--- src/rtl/an_encoder_28bits_if.sv ---
// Handshake bundle between the AN-code encoder and its neighbours.
// The master modport is the upstream/downstream side; slave is the encoder.
interface an_encoder_28bits_if #(
    parameter int unsigned N_BITS = 28,
    parameter int unsigned W_BITS = 44,
    parameter int unsigned P_BITS = 6
);
    logic              in_valid;
    logic              in_ready;
    logic [N_BITS-1:0] N_in;
    logic              inj1_en;
    logic [P_BITS-1:0] inj1_pos;
    logic              inj1_neg;
    logic              inj2_en;
    logic [P_BITS-1:0] inj2_pos;
    logic              inj2_neg;
    logic              out_valid;
    logic              out_ready;
    logic [W_BITS-1:0] W_out;
    logic              out_wrap;

    modport master (
        output in_valid, N_in, inj1_en, inj1_pos, inj1_neg,
               inj2_en, inj2_pos, inj2_neg, out_ready,
        input  in_ready, out_valid, W_out, out_wrap
    );

    modport slave (
        input  in_valid, N_in, inj1_en, inj1_pos, inj1_neg,
               inj2_en, inj2_pos, inj2_neg, out_ready,
        output in_ready, out_valid, W_out, out_wrap
    );
endinterface

--- src/rtl/an_encoder_28bits.sv ---
// AN-code encoder: W = A*N by one-bit-per-cycle shift-and-add, then optional
// injection of up to two +/-2^p arithmetic errors for decoder stimulation.
module an_encoder_28bits #(
    parameter int unsigned A      = 17619,
    parameter int unsigned A_BITS = 15,
    parameter int unsigned N_BITS = 28,
    parameter int unsigned W_BITS = N_BITS + A_BITS + 1,
    parameter int unsigned P_BITS = 6
) (
    input logic               clk,
    input logic               rst_n,
    an_encoder_28bits_if.slave bus
);
    localparam int unsigned C_BITS = $clog2(N_BITS);
    localparam int unsigned S_BITS = W_BITS + 2;

    typedef enum logic [1:0] {IDLE, MUL, INJ, OUT} state_e;

    state_e              state_q, state_d;
    logic [W_BITS-1:0]   acc_q, acc_d;
    logic [N_BITS-1:0]   shift_q, shift_d;
    logic [C_BITS-1:0]   cnt_q, cnt_d;
    logic                inj1_en_q, inj1_en_d, inj1_neg_q, inj1_neg_d;
    logic                inj2_en_q, inj2_en_d, inj2_neg_q, inj2_neg_d;
    logic [P_BITS-1:0]   inj1_pos_q, inj1_pos_d, inj2_pos_q, inj2_pos_d;
    logic                in_ready_q, in_ready_d;
    logic                out_valid_q, out_valid_d;
    logic [W_BITS-1:0]   w_out_q, w_out_d;
    logic                out_wrap_q, out_wrap_d;

    logic signed [S_BITS-1:0] err1_c, err2_c, sum_c;

    // Signed error terms; positions beyond the codeword are dropped.
    always_comb begin
        err1_c = '0;
        err2_c = '0;
        if (inj1_en_q && (inj1_pos_q < P_BITS'(W_BITS))) begin
            err1_c = S_BITS'(1) << inj1_pos_q;
            if (inj1_neg_q) err1_c = -err1_c;
        end
        if (inj2_en_q && (inj2_pos_q < P_BITS'(W_BITS))) begin
            err2_c = S_BITS'(1) << inj2_pos_q;
            if (inj2_neg_q) err2_c = -err2_c;
        end
        sum_c = $signed({2'b00, acc_q}) + err1_c + err2_c;
    end

    always_comb begin
        state_d     = state_q;
        acc_d       = acc_q;
        shift_d     = shift_q;
        cnt_d       = cnt_q;
        inj1_en_d   = inj1_en_q;
        inj1_pos_d  = inj1_pos_q;
        inj1_neg_d  = inj1_neg_q;
        inj2_en_d   = inj2_en_q;
        inj2_pos_d  = inj2_pos_q;
        inj2_neg_d  = inj2_neg_q;
        in_ready_d  = in_ready_q;
        out_valid_d = out_valid_q;
        w_out_d     = w_out_q;
        out_wrap_d  = out_wrap_q;

        case (state_q)
            IDLE: begin
                in_ready_d = 1'b1;
                if (bus.in_valid && in_ready_q) begin
                    shift_d    = bus.N_in;
                    inj1_en_d  = bus.inj1_en;
                    inj1_pos_d = bus.inj1_pos;
                    inj1_neg_d = bus.inj1_neg;
                    inj2_en_d  = bus.inj2_en;
                    inj2_pos_d = bus.inj2_pos;
                    inj2_neg_d = bus.inj2_neg;
                    acc_d      = '0;
                    cnt_d      = '0;
                    in_ready_d = 1'b0;
                    state_d    = MUL;
                end
            end
            MUL: begin
                if (shift_q[0]) acc_d = acc_q + (W_BITS'(A) << cnt_q);
                shift_d = shift_q >> 1;
                cnt_d   = cnt_q + C_BITS'(1);
                if (cnt_q == C_BITS'(N_BITS - 1)) state_d = INJ;
            end
            INJ: begin
                w_out_d     = sum_c[W_BITS-1:0];
                out_wrap_d  = sum_c[S_BITS-1] | sum_c[W_BITS];
                out_valid_d = 1'b1;
                state_d     = OUT;
            end
            OUT: begin
                if (out_valid_q && bus.out_ready) begin
                    out_valid_d = 1'b0;
                    in_ready_d  = 1'b1;
                    state_d     = IDLE;
                end
            end
            default: state_d = IDLE;
        endcase
    end

    always_ff @(posedge clk or negedge rst_n) begin
        if (!rst_n) begin
            state_q     <= IDLE;
            acc_q       <= '0;
            shift_q     <= '0;
            cnt_q       <= '0;
            inj1_en_q   <= 1'b0;
            inj1_pos_q  <= '0;
            inj1_neg_q  <= 1'b0;
            inj2_en_q   <= 1'b0;
            inj2_pos_q  <= '0;
            inj2_neg_q  <= 1'b0;
            in_ready_q  <= 1'b1;
            out_valid_q <= 1'b0;
            w_out_q     <= '0;
            out_wrap_q  <= 1'b0;
        end else begin
            state_q     <= state_d;
            acc_q       <= acc_d;
            shift_q     <= shift_d;
            cnt_q       <= cnt_d;
            inj1_en_q   <= inj1_en_d;
            inj1_pos_q  <= inj1_pos_d;
            inj1_neg_q  <= inj1_neg_d;
            inj2_en_q   <= inj2_en_d;
            inj2_pos_q  <= inj2_pos_d;
            inj2_neg_q  <= inj2_neg_d;
            in_ready_q  <= in_ready_d;
            out_valid_q <= out_valid_d;
            w_out_q     <= w_out_d;
            out_wrap_q  <= out_wrap_d;
        end
    end

    assign bus.in_ready  = in_ready_q;
    assign bus.out_valid = out_valid_q;
    assign bus.W_out     = w_out_q;
    assign bus.out_wrap  = out_wrap_q;
endmodule
--- src/flat_wrapper.sv ---
// flat-port wrapper written by rule: the top's interface ports become plain ports
module an_encoder_28bits_flat 
#(
    parameter int unsigned A      = 17619,
    parameter int unsigned A_BITS = 15,
    parameter int unsigned N_BITS = 28,
    parameter int unsigned W_BITS = N_BITS + A_BITS + 1,
    parameter int unsigned P_BITS = 6
)
  (clk, rst_n, bus_in_valid, bus_N_in, bus_inj1_en, bus_inj1_pos, bus_inj1_neg, bus_inj2_en, bus_inj2_pos, bus_inj2_neg, bus_out_ready, bus_in_ready, bus_out_valid, bus_W_out, bus_out_wrap);
  an_encoder_28bits_if #(.N_BITS(N_BITS), .W_BITS(W_BITS), .P_BITS(P_BITS)) bus_i ();
  input logic clk;
  input logic rst_n;
  input wire logic [$bits(bus_i.in_valid)-1:0] bus_in_valid;
  input wire logic [$bits(bus_i.N_in)-1:0] bus_N_in;
  input wire logic [$bits(bus_i.inj1_en)-1:0] bus_inj1_en;
  input wire logic [$bits(bus_i.inj1_pos)-1:0] bus_inj1_pos;
  input wire logic [$bits(bus_i.inj1_neg)-1:0] bus_inj1_neg;
  input wire logic [$bits(bus_i.inj2_en)-1:0] bus_inj2_en;
  input wire logic [$bits(bus_i.inj2_pos)-1:0] bus_inj2_pos;
  input wire logic [$bits(bus_i.inj2_neg)-1:0] bus_inj2_neg;
  input wire logic [$bits(bus_i.out_ready)-1:0] bus_out_ready;
  output wire logic [$bits(bus_i.in_ready)-1:0] bus_in_ready;
  output wire logic [$bits(bus_i.out_valid)-1:0] bus_out_valid;
  output wire logic [$bits(bus_i.W_out)-1:0] bus_W_out;
  output wire logic [$bits(bus_i.out_wrap)-1:0] bus_out_wrap;
  assign bus_i.in_valid = bus_in_valid;
  assign bus_i.N_in = bus_N_in;
  assign bus_i.inj1_en = bus_inj1_en;
  assign bus_i.inj1_pos = bus_inj1_pos;
  assign bus_i.inj1_neg = bus_inj1_neg;
  assign bus_i.inj2_en = bus_inj2_en;
  assign bus_i.inj2_pos = bus_inj2_pos;
  assign bus_i.inj2_neg = bus_inj2_neg;
  assign bus_i.out_ready = bus_out_ready;
  assign bus_in_ready = bus_i.in_ready;
  assign bus_out_valid = bus_i.out_valid;
  assign bus_W_out = bus_i.W_out;
  assign bus_out_wrap = bus_i.out_wrap;
  an_encoder_28bits #(.A(A), .A_BITS(A_BITS), .N_BITS(N_BITS), .W_BITS(W_BITS), .P_BITS(P_BITS)) u_core (.clk(clk), .rst_n(rst_n), .bus(bus_i));
endmodule
--- config.mk ---
export PLATFORM = sky130hd
export DESIGN_NAME = an_encoder_28bits_flat
export DESIGN_NICKNAME = d
export VERILOG_FILES = /design/src/rtl/an_encoder_28bits_if.sv /design/src/rtl/an_encoder_28bits.sv /design/src/flat_wrapper.sv
export SDC_FILE = /design/constraint.sdc
export NUM_CORES = 1
export LEC_CHECK = 0
export BUFFER_PORTS_ARGS = -buffer_cell sky130_fd_sc_hd__buf_2
export CORE_MARGIN = 3
export CORE_UTILIZATION = 35
export DETAILED_ROUTE_END_ITERATION = 8
export SLEW_MARGIN = 20
export SYNTH_ARGS = -nofsm -noshare
export SYNTH_HDL_FRONTEND = slang
export SYNTH_SLANG_ARGS = --single-unit
--- constraint.sdc ---
create_clock -name clk -period 13.6 [get_ports clk]
set_input_delay 1.36 -clock clk [delete_from_list [all_inputs] [get_ports clk]]
set_output_delay 1.36 -clock clk [all_outputs]
set_load 0.005 [all_outputs]
## Yosys cells after proc, flatten, opt, wreduce, memory -nomap -nowiden

Index checks and enable logic that the tools add are counted.

- Input port bits: 48
- Output and inout bits: 47
- Flip-flop bits (word level): 142

- Bitwise logic cells: 1
- Eq/ne operators: 8
- Reduce and logical (&&, ||, !) cells: 14
- $lt $le $gt $ge: 2
- Muxes and demuxes: 20
- Shifts and indexed selects: 3
- Add/subtract/negate cells: 6

Operators with widths:

| kind | count |
|---|---|
| $mux W46 | 4 |
| $neg A46 Y46 | 2 |
| $shl A1 B6 Y46 const A | 2 |
| $mux W44 | 2 |
| $pmux W44 S2 | 1 |
| $pmux W28 S2 | 1 |
| $add A45 B46 Y46 | 1 |
| $add A46 B46 Y46 | 1 |
| $add A44 B44 Y44 | 1 |
| $shl A15 B5 Y44 const A | 1 |
| $mux W28 | 1 |
| $lt A6 B6 Y1 const B | 2 |
| $pmux W5 S2 | 1 |
| $ne A2 B1 Y1 const B | 4 |
| $pmux W2 S4 | 1 |
| $reduce_and A2 Y1 | 4 |
| $mux W2 | 3 |
| $reduce_and A3 Y1 | 2 |
| $reduce_bool A2 Y1 | 3 |
| $add A5 B1 Y5 const B | 1 |
| $eq A5 B5 Y1 const B | 1 |
| $mux W5 | 1 |
| $eq A2 B2 Y1 const B | 2 |
| $logic_and A1 B1 Y1 | 4 |
| other kinds (5) | 8 |

## Logic depth before layout (Yosys ltp)

Gate-level depths: netlist of run 1.

- Word-level depth: 7
- Mapped depth: 26
- Mapped depth without buffers: 23

## Worst setup path after synthesis of run 1

OpenSTA, ideal clock, no wires.

- Path kind: reg-to-reg
- Start point: register u_core.inj1_pos_q[3]
- End point: register u_core.out_wrap_q (netlist: u_core.bus.out_wrap)
- Cell stages (with the launch flop): 27
- Path buffers: 4
- Period minus slack after synthesis: 5.357 ns
- Required time: 13.477 ns
- Library setup time: 0.123 ns
- Data arrival time: 5.234 ns
- Slack: 8.243 ns
- Cell sequence: dfrtp_1 > buf_2 > clkbuf_1 > clkbuf_1 > nor4b_1 > nand2_1 > ha_1 > o21ai_1 > a21o_1 > a21boi_0 > o21ai_0 > nand2_1 > nand2_1 > fa_1 > inv_1 > ha_1 > clkbuf_1 > nand3_1 > nor2_1 > a21oi_1 > o21ai_0 > a2111oi_2 > o211a_1 > nor3_1 > or4_1 > a221oi_2 > o21ai_1

- Word-level cells in the longest chain between the ends: 7
- Elaborated cells between the ends (all ways): 9

RTL lines:

| item | RTL line | text |
|---|---|---|
| start, declared | an_encoder_28bits.sv:25 | `logic [P_BITS-1:0] inj1_pos_q, inj1_pos_d, inj2_pos_q, inj2_pos_d;` |
| start signal, assigned | an_encoder_28bits.sv:126 | `inj1_pos_q <= inj1_pos_d;` |
| $shl A1 B6 Y46 | an_encoder_28bits.sv:38 | `err1_c = S_BITS'(1) << inj1_pos_q;` |
| $neg A46 Y46 | an_encoder_28bits.sv:39 | `if (inj1_neg_q) err1_c = -err1_c;` |
| $mux W46 | an_encoder_28bits.sv:39 |  |
| $mux W46 (*) | an_encoder_28bits.sv:37 | `if (inj1_en_q && (inj1_pos_q < P_BITS'(W_BITS))) begin` |
| $add A45 B46 Y46 (*) | an_encoder_28bits.sv:45 | `sum_c = $signed({2'b00, acc_q}) + err1_c + err2_c;` |
| $add A46 B46 Y46 (*) | an_encoder_28bits.sv:45 |  |
| $or A1 B1 Y1 (*) | an_encoder_28bits.sv:89 | `out_wrap_d = sum_c[S_BITS-1] \| sum_c[W_BITS];` |
| end signal, assigned | an_encoder_28bits.sv:134 | `out_wrap_q <= out_wrap_d;` |
| end, declared | an_encoder_28bits.sv:29 | `logic out_wrap_q, out_wrap_d;` |

Mark *: on every way between the ends. The rest lies on a longest branch, timed or not.
A chain may end at the register's enable or synchronous reset.

## Worst setup path in the final report of run 1

- Start point: register u_core.inj1_pos_q[1]
- End point: register u_core.w_out_q[43] (netlist: u_core.bus.W_out[43])

- Word-level cells in the longest chain between the ends: 6
- Elaborated cells between the ends (all ways): 8

RTL lines:

| item | RTL line | text |
|---|---|---|
| $shl A1 B6 Y46 | an_encoder_28bits.sv:38 |  |
| $neg A46 Y46 | an_encoder_28bits.sv:39 |  |
| $mux W46 | an_encoder_28bits.sv:39 |  |
| $mux W46 (*) | an_encoder_28bits.sv:37 |  |
| $add A45 B46 Y46 (*) | an_encoder_28bits.sv:45 |  |
| $add A46 B46 Y46 (*) | an_encoder_28bits.sv:45 |  |
| end signal, assigned | an_encoder_28bits.sv:133 | `w_out_q <= w_out_d;` |
| end, declared | an_encoder_28bits.sv:28 | `logic [W_BITS-1:0] w_out_q, w_out_d;` |

Marked as above.

==> results of run 1 <==
-- power by group through the flow --
stage / clock, W / combinational (W) / sequential [W]
after global routing: 0.000539 / 0.00268 / 0.000767
final: 0.000507 / 0.00241 / 0.000743
after floorplan: 0 / 0.00179 / 0.000653
after CTS: 0.000526 / 0.00239 / 0.000741
after detailed placement: 0 / 0.00238 / 0.000748
after global placement: 0 / 0.00238 / 0.000742
-- worst paths after layout --
| path | endpoint | slack (ns) | cells after the start |
|---|---|---|---|
| min in group asynchronous | u_core.shift_q[14] | 0.89 | 1 |
| max reg2reg | u_core.bus.W_out[43] | 7.04 | 23 |
| min reg2reg | u_core.bus.W_out[21] | 0.47 | 1 |
| min | u_core.bus.W_out[21] | 0.47 | 1 |
| max | u_core.bus.W_out[43] | 7.04 | 23 |
| max in group asynchronous | u_core.acc_q[16] | 11.33 | 2 |
-- metrics by stage --
stage	util	total power (W)
2_1_floorplan	-	0.002446
3_3_place_gp	0.3759	0.003119
3_5_place_dp	0.3759	0.003129
4_1_cts	0.3907	0.003661
5_1_grt	0.3907	0.003986
6_report	0.3907	0.003655
-- layout by cell type, fill, tap and decap left out, types with 17 or more instances in the layout --
cell type / count
clkbuf_16: 17
ha_1: 99
xor2_1: 37
nand2b_1: 25
nor2b_1: 21
and2_1: 18
xnor2_1: 59
fa_1: 46
a31oi_1: 17
nor2_1: 126
a21o_1: 54
nand2_1: 290
mux2i_1: 32
mux2_2: 44
o22ai_1: 19
nand3_1: 45
inv_1: 155
nor3_1: 30
a21oi_1: 133
buf_2: 93
dfrtp_1: 141
buf_4: 21
and3_1: 21
o21ai_0: 192
-- registers in the layout (all words and copies together) (netlist names), 2 cells and up --
register and flops:
u_core.cnt_q 5, u_core.bus.W_out 44, u_core.inj1_pos_q 6, u_core.shift_q 28, u_core.inj2_pos_q 6, u_core.state_q 2, u_core.acc_q 44
-- cell families (layout without fill, tap and decap cells) --
group                      count (synthesis)  after routing  synth area share
and+or+nand+nor                          632            632            0.1909
AOI/OAI and AO/OA                        580            580            0.2454
buffers and inverters                    272            303           0.06880
adders and majority gates                148            148            0.1466
DFF                                      142            142            0.2375
xor gates and xnor gates                  96             96           0.05618
muxes                                     76             76           0.05451
-- final cells by class --
type                       count  area (um2)  share of cell area
multi-input combinational   1532       10390              0.6312
sequential                   142        3555              0.2159
tap                          539       674.4             0.04097
timing repair buffer         115       634.4             0.03853
inverter                     156       585.6             0.03557
clock buffer                  17       425.4             0.02584
clock inverter                15       196.4             0.01193
-- layer usage --
layer | wire length (um) | track usage | share of wire
met1 | 21960 | 0.2868 | 0.45
met2 | 22870 | 0.3641 | 0.47
met3 | 2271 | 0.04232 | 0.047
met4 | 1532 | 0.07869 | 0.032
met5 | 0 | 0 | 0
==> reports/qor.csv, run 1 <==
stage,metric,value,unit
power,pwr-share-clk,0.139,
synth,postSynthCellCount,1946,
die,die_x,212.8,um
placement,globalplace.congestion,0.9854,
timing,worst_pin_slew,0.9746,ns
timing,tns,0,ns
die,rows,75,
clocking,holdBufCountCts,0,
clocking,cts-root-buf,clkbuf_16,
power,power_switching,0.001930,W
power,comb_power_share,0.658,
detailed_routing,first_pass_iters,6,
clocking,numCtsBuffers,17,
synth,synth_top_area_share,0.2357,
timing,slew_viol_final,0,
min_path,min_from,u_core.bus.W_out[21],
grt,grt_max_degree,74,
placement,io_buffers,94,
clocking,postCtsSetupBuffers,0,
setup_path,crit_chain,or2_2 > nor3_1 > nand2_1 > ha_1 > o21ai_1 > a21o_1 > nand2_1 > nand3_1 > a21oi_1 > o21ai_0 > fa_1 > inv_1 > ha_1 > a21oi_1 > o21ai_0 > a311o_1 > a211oi_2 > nor2_2 > a2111oi_4 > o21ai_2 > a211oi_1 > nor4_1 > nand3b_1,
placement,postPlaceCellArea,0.01584,mm2
power,p_sw_frac,0.5281,
grt,antenna_found_initial,0,
timing,period_needed,6.556,ns
grt,grt_use_total,0.2198,
synth,yosys_warnings,0,
synth,synth_area_leaders,"dfrtp_1 (24%), ha_1 (8.4%), nand2_1 (7.3%), o21ai_0 (6.5%), fa_1 (6.2%)",
synth,syn_area_per_cell,7.691,um2
synth,synth_edf_count,0,
power,ir_worst_vdd,0.0001088,V
clocking,clk_path_buf_depth,2,
min_path,holdCritPathClass,reg2reg,
synth,syn_area,0.01497,mm2
setup_path,crit_fanout,20,
setup_path,setup.worst_path.start_class,register,
synth,synthFlopType,dfrtp_1,
setup_path,cp-end-kind,register,
detailed_routing,drt_wl_total,48.63,mm
detailed_routing,wl_per_cell,19.33,um
power,pwr-share-seq,0.203,
final_layout,stdcell_count,2516,
placement,dp_worst_setup_slack,7.220,ns
grt,grt_pass1_wl,77.10,mm
timing,final.setup.worst_slack,7.044,ns
setup_path,slowest_delay,0.59,ns
die,dieArea,0.04528,mm2
power,power.density,222.0,mW/mm2
setup_path,crit_start,u_core.inj1_pos_q[1],
final_layout,drive_gt1_frac,0.1143,
detailed_routing,remaining_drc_errors,0,
setup_path,cp_top_family,compound AO/OA/AOI/OAI gates,
clocking,clk_pin_slew,0.07,ns
synth,ys_ff_latch,142,
timing,final-hold-violation-count,0,
setup_path,timing_worst_setup_path_type,reg2reg,
grt,grt_pass1_vias,13680,
synth,synth_top_area_cell,dfrtp_1,
die,dieHeight,212.8,um
timing,slew_headroom,0.3503,
power,p_int,0.001725,W
die,start_util,0.3552,
timing,setup-violations-final,0,
job,maxCapViolCount,0,
final_layout,n_antenna_cell,0,
detailed_routing,via_per_inst,5.537,
synth,yosysMostFrequentCell,nand2_1,
power,p_leak,7.779,nW
timing,whs,0.4704,ns
synth,async_flop_share,1.000,
clocking,cts_tree,built,
timing,rsz0062_at_grt,no,
final_layout,fin_area,0.01646,mm2
synth,synthTopCellsByCount,"nand2_1 (290), o21ai_0 (193), inv_1 (155), dfrtp_1 (141), a21oi_1 (133)",
die,coreArea,0.04213,mm2
detailed_routing,ant_nets,0,
clocking,clk_latency,0.50,ns
final_layout,syn_to_final_growth,9.990,%
synth,synth_cell_types,82,
clocking,post_cts_resized,0,
setup_path,reg2reg_from,u_core.inj1_pos_q[1],
die,io_pins,95,
placement,dpl.hpwl,38.07,mm
synth,synthesis.nets,2141,
timing,fin_skew,0.02145,ns
detailed_routing,via_count,13930,
grt,grt_overflow_total,0,
setup_path,critical_path_required,13.97,ns
setup_path,cp.arrival,6.93,ns
setup_path,critical_path_buf_inv_count,1,
setup_path,slowest_stage,dfrtp_1,
timing,fin_crit_sh,0.4821,
detailed_routing,first_iter_violations,1209,
clocking,h-tree-depth,4,
final_layout,nFillCells,4286,
run_status,status,"complete, no violations",
timing,clock.fmax,152.5,MHz
placement,place_inst,2484,
final_layout,final_nets,2159,
synth,synth_seq_area_share,0.2375,
clocking,cts_sinks,142,
Power figures use the tool's default switching activity.
==> run 2: changes to the inputs <==
Clock period 13.6 ns to 5.9 ns, I/O delays scaled along.
==> reports/qor.csv, run 2 (synthesis results as in run 1) <==
stage,metric,value,unit,change
run_status,status,"complete, no violations",,unchanged
clocking,cts_sinks,142,,unchanged
job,maxCapViolCount,0,,unchanged
clocking,clk_path_buf_depth,2,,unchanged
clocking,clk_pin_slew,0.07,ns,about the same
setup_path,setup.worst_path.start_class,register,,unchanged
final_layout,layout_common_cells,"nand2_1 (290), o21ai_0 (190), inv_1 (155)",,"was nand2_1 (290), o21ai_0 (192), inv_1 (155)"
power,p_int,0.004073,W,was 0.001725 W
power,power_switching,0.004439,W,was 0.001930 W
die,rows,75,,unchanged
final_layout,n_antenna_cell,0,,unchanged
detailed_routing,first_iter_violations,1046,,"was 1,209"
die,start_util,0.3552,,unchanged
final_layout,final_nets,2196,,"was 2,159"
min_path,holdCritPathClass,in2async,,was reg2reg
power,pwr-share-seq,0.184,,was 0.203
final_layout,syn_to_final_growth,11.60,%,was 9.990%
detailed_routing,drt_wl_total,48.95,mm,was 48.63 mm
final_layout,stdcell_count,2553,,"was 2,516"
grt,grt_use_total,0.2184,,was 0.2198
placement,place_inst,2520,,"was 2,484"
detailed_routing,ant_nets,0,,unchanged
timing,rsz0062_at_grt,no,,unchanged
clocking,numCtsBuffers,17,,unchanged
clocking,cts_tree,built,,unchanged
timing,worst_pin_slew,1.037,ns,was 0.9746 ns
setup_path,timing_worst_setup_path_type,reg2reg,,unchanged
placement,globalplace.congestion,0.9582,,was 0.9854
timing,whs,0.1270,ns,was 0.4704 ns
timing,clock.fmax,179.5,MHz,was 152.5 MHz
die,dieArea,0.04528,mm2,unchanged
setup_path,cp-end-kind,register,,unchanged
die,io_pins,95,,unchanged
grt,grt_pass1_wl,76.38,mm,was 77.10 mm
setup_path,slowest_stage,fa_1,,was dfrtp_1
grt,grt_overflow_total,0,,unchanged
power,p_sw_frac,0.5215,,was 0.5281
timing,setup-violations-final,0,,unchanged
detailed_routing,via_per_inst,5.520,,was 5.537
power,comb_power_share,0.687,,was 0.658
setup_path,slowest_delay,0.60,ns,was 0.59 ns
power,pwr-share-clk,0.129,,was 0.139
clocking,clk_latency,0.48,ns,was 0.50 ns
timing,final-hold-violation-count,0,,unchanged
detailed_routing,wl_per_cell,19.17,um,was 19.33 um
timing,slew_viol_final,0,,unchanged
clocking,h-tree-depth,4,,unchanged
timing,slew_headroom,0.3089,,was 0.3503
grt,grt_max_degree,74,,unchanged
power,ir_worst_vdd,0.0002518,V,was 0.0001088 V
timing,fin_crit_sh,0.9440,,was 0.4821
detailed_routing,first_pass_iters,6,,unchanged
setup_path,cp.arrival,5.94,ns,was 6.93 ns
detailed_routing,via_count,14090,,"was 13,930"
clocking,cts-root-buf,clkbuf_16,,unchanged
die,die_x,212.8,um,unchanged
timing,tns,0,ns,unchanged
final_layout,layout_commonest_cell,nand2_1,,unchanged
die,dieHeight,212.8,um,unchanged
grt,grt_pass1_vias,13720,,"was 13,680"
clocking,holdBufCountCts,0,,unchanged
detailed_routing,remaining_drc_errors,0,,unchanged
setup_path,crit_fanout,11,,was 20
power,power.density,509.7,mW/mm2,was 222.0 mW/mm2
setup_path,crit_chain,or2_2 > nor2_1 > nand2_1 > ha_1 > nand2b_1 > xnor2_1 > nand2_1 > fa_1 > inv_1 > ha_1 > a211oi_1 > o21ai_1 > o211ai_1 > a21oi_1 > o211ai_2 > o211a_1 > nor3_1 > or4_1 > a221oi_2 > o21ai_1,,was or2_2 > nor3_1 > nand2_1 > ha_1 > o21ai_1 > a21o_1 > nand2_1 > nand3_1 > a21oi_1 > o21ai_0 > fa_1 > inv_1 > ha_1 > a21oi_1 > o21ai_0 > a311o_1 > a211oi_2 > nor2_2 > a2111oi_4 > o21ai_2 > a211oi_1 > nor4_1 > nand3b_1
die,coreArea,0.04213,mm2,unchanged
power,p_leak,7.946,nW,was 7.779 nW
setup_path,regToRegSetupSlack,0.33,ns,was 7.04 ns
placement,dpl.hpwl,38.76,mm,was 38.07 mm
timing,period_needed,5.570,ns,was 6.556 ns
placement,io_buffers,94,,unchanged
final_layout,final_util,0.3964,,was 0.3907
grt,antenna_found_initial,0,,unchanged
setup_path,critical_path_required,6.27,ns,was 13.97 ns
timing,fin_skew,0.01453,ns,was 0.02145 ns
final_layout,nFillCells,4335,,"was 4,286"
final_layout,drive_gt1_frac,0.1306,,was 0.1143
## run 2: changes by cell type in the layout (fill, tap and decap cells not counted), sizes merged
cell,delta
buf,+37
clkbuf,+1
inv,+1
clkinv,-1
bufinv,-1
## run 2: repair_timing
action,4_1_cts,5_1_grt
resized for setup,0,2
endpoints found under the hold margin,0,0
buffers inserted,0,1
endpoints found under the setup margin,0,3
## run 2: path summary, 6_finish.rpt
check                                     start              endpoint  cells past startpoint
setup / recovery           u_core.inj2_pos_q[2]   u_core.bus.out_wrap                     20
hold / removal                            rst_n    u_core.shift_q[15]                      1
setup reg to reg           u_core.inj2_pos_q[2]   u_core.bus.out_wrap                     20
hold reg to reg            u_core.bus.W_out[21]  u_core.bus.W_out[21]                      1
max in group asynchronous                 rst_n      u_core.acc_q[15]                      2
min in group clk                  bus_out_ready  u_core.bus.out_valid                      2
## run 2: layout make-up
| type | instances | area, um2 | share of cell area |
|---|---|---|---|
| multi-input combinational | 1532 | 10390 | 0.6221 |
| sequential | 142 | 3555 | 0.2128 |
| timing repair buffer | 152 | 912.1 | 0.05461 |
| tap | 539 | 674.4 | 0.04038 |
| inverter | 156 | 585.6 | 0.03506 |
| clock buffer | 18 | 439.2 | 0.02629 |
| clock inverter | 14 | 145.1 | 0.008690 |
## run 2: through the flow
stage,total power [W],cell area [um2],setup WS [ns]
3_3_place_gp,0.007352,16110,0.4120
4_1_cts,0.008526,16690,0.2607
6_report,0.008512,16700,0.3304
2_1_floorplan,0.005638,14970,0.5435
3_5_place_dp,0.007371,16110,0.2866
5_1_grt,0.009264,16700,0.03902
## run 2: critical path, delay by kind of cell (launching register included)
kind | cells | cell delay, ns
buffers and inverters | 1 | 0.06
AND/OR/NAND/NOR | 7 | 1.65
XOR/XNOR | 1 | 0.18
AO/OA/AOI/OAI | 8 | 1.85
adder cells (fa/ha/maj) | 3 | 1.25
flip-flops | 1 | 0.45
## run 2: power groups by stage
stage          logic [W]  clock network, W  registers, W
2_1_floorplan    0.00413                 0       0.00151
3_3_place_gp     0.00578                 0       0.00158
3_5_place_dp     0.00578                 0       0.00159
4_1_cts          0.00581           0.00115       0.00157
5_1_grt          0.00647           0.00117       0.00162
6_report         0.00584           0.00110       0.00157
## run 2: per-layer routing
metal	GRT usage	part of all wire
met5	0	0
met4	0.09383	0.037
met3	0.04173	0.052
met2	0.3574	0.47
met1	0.2824	0.44
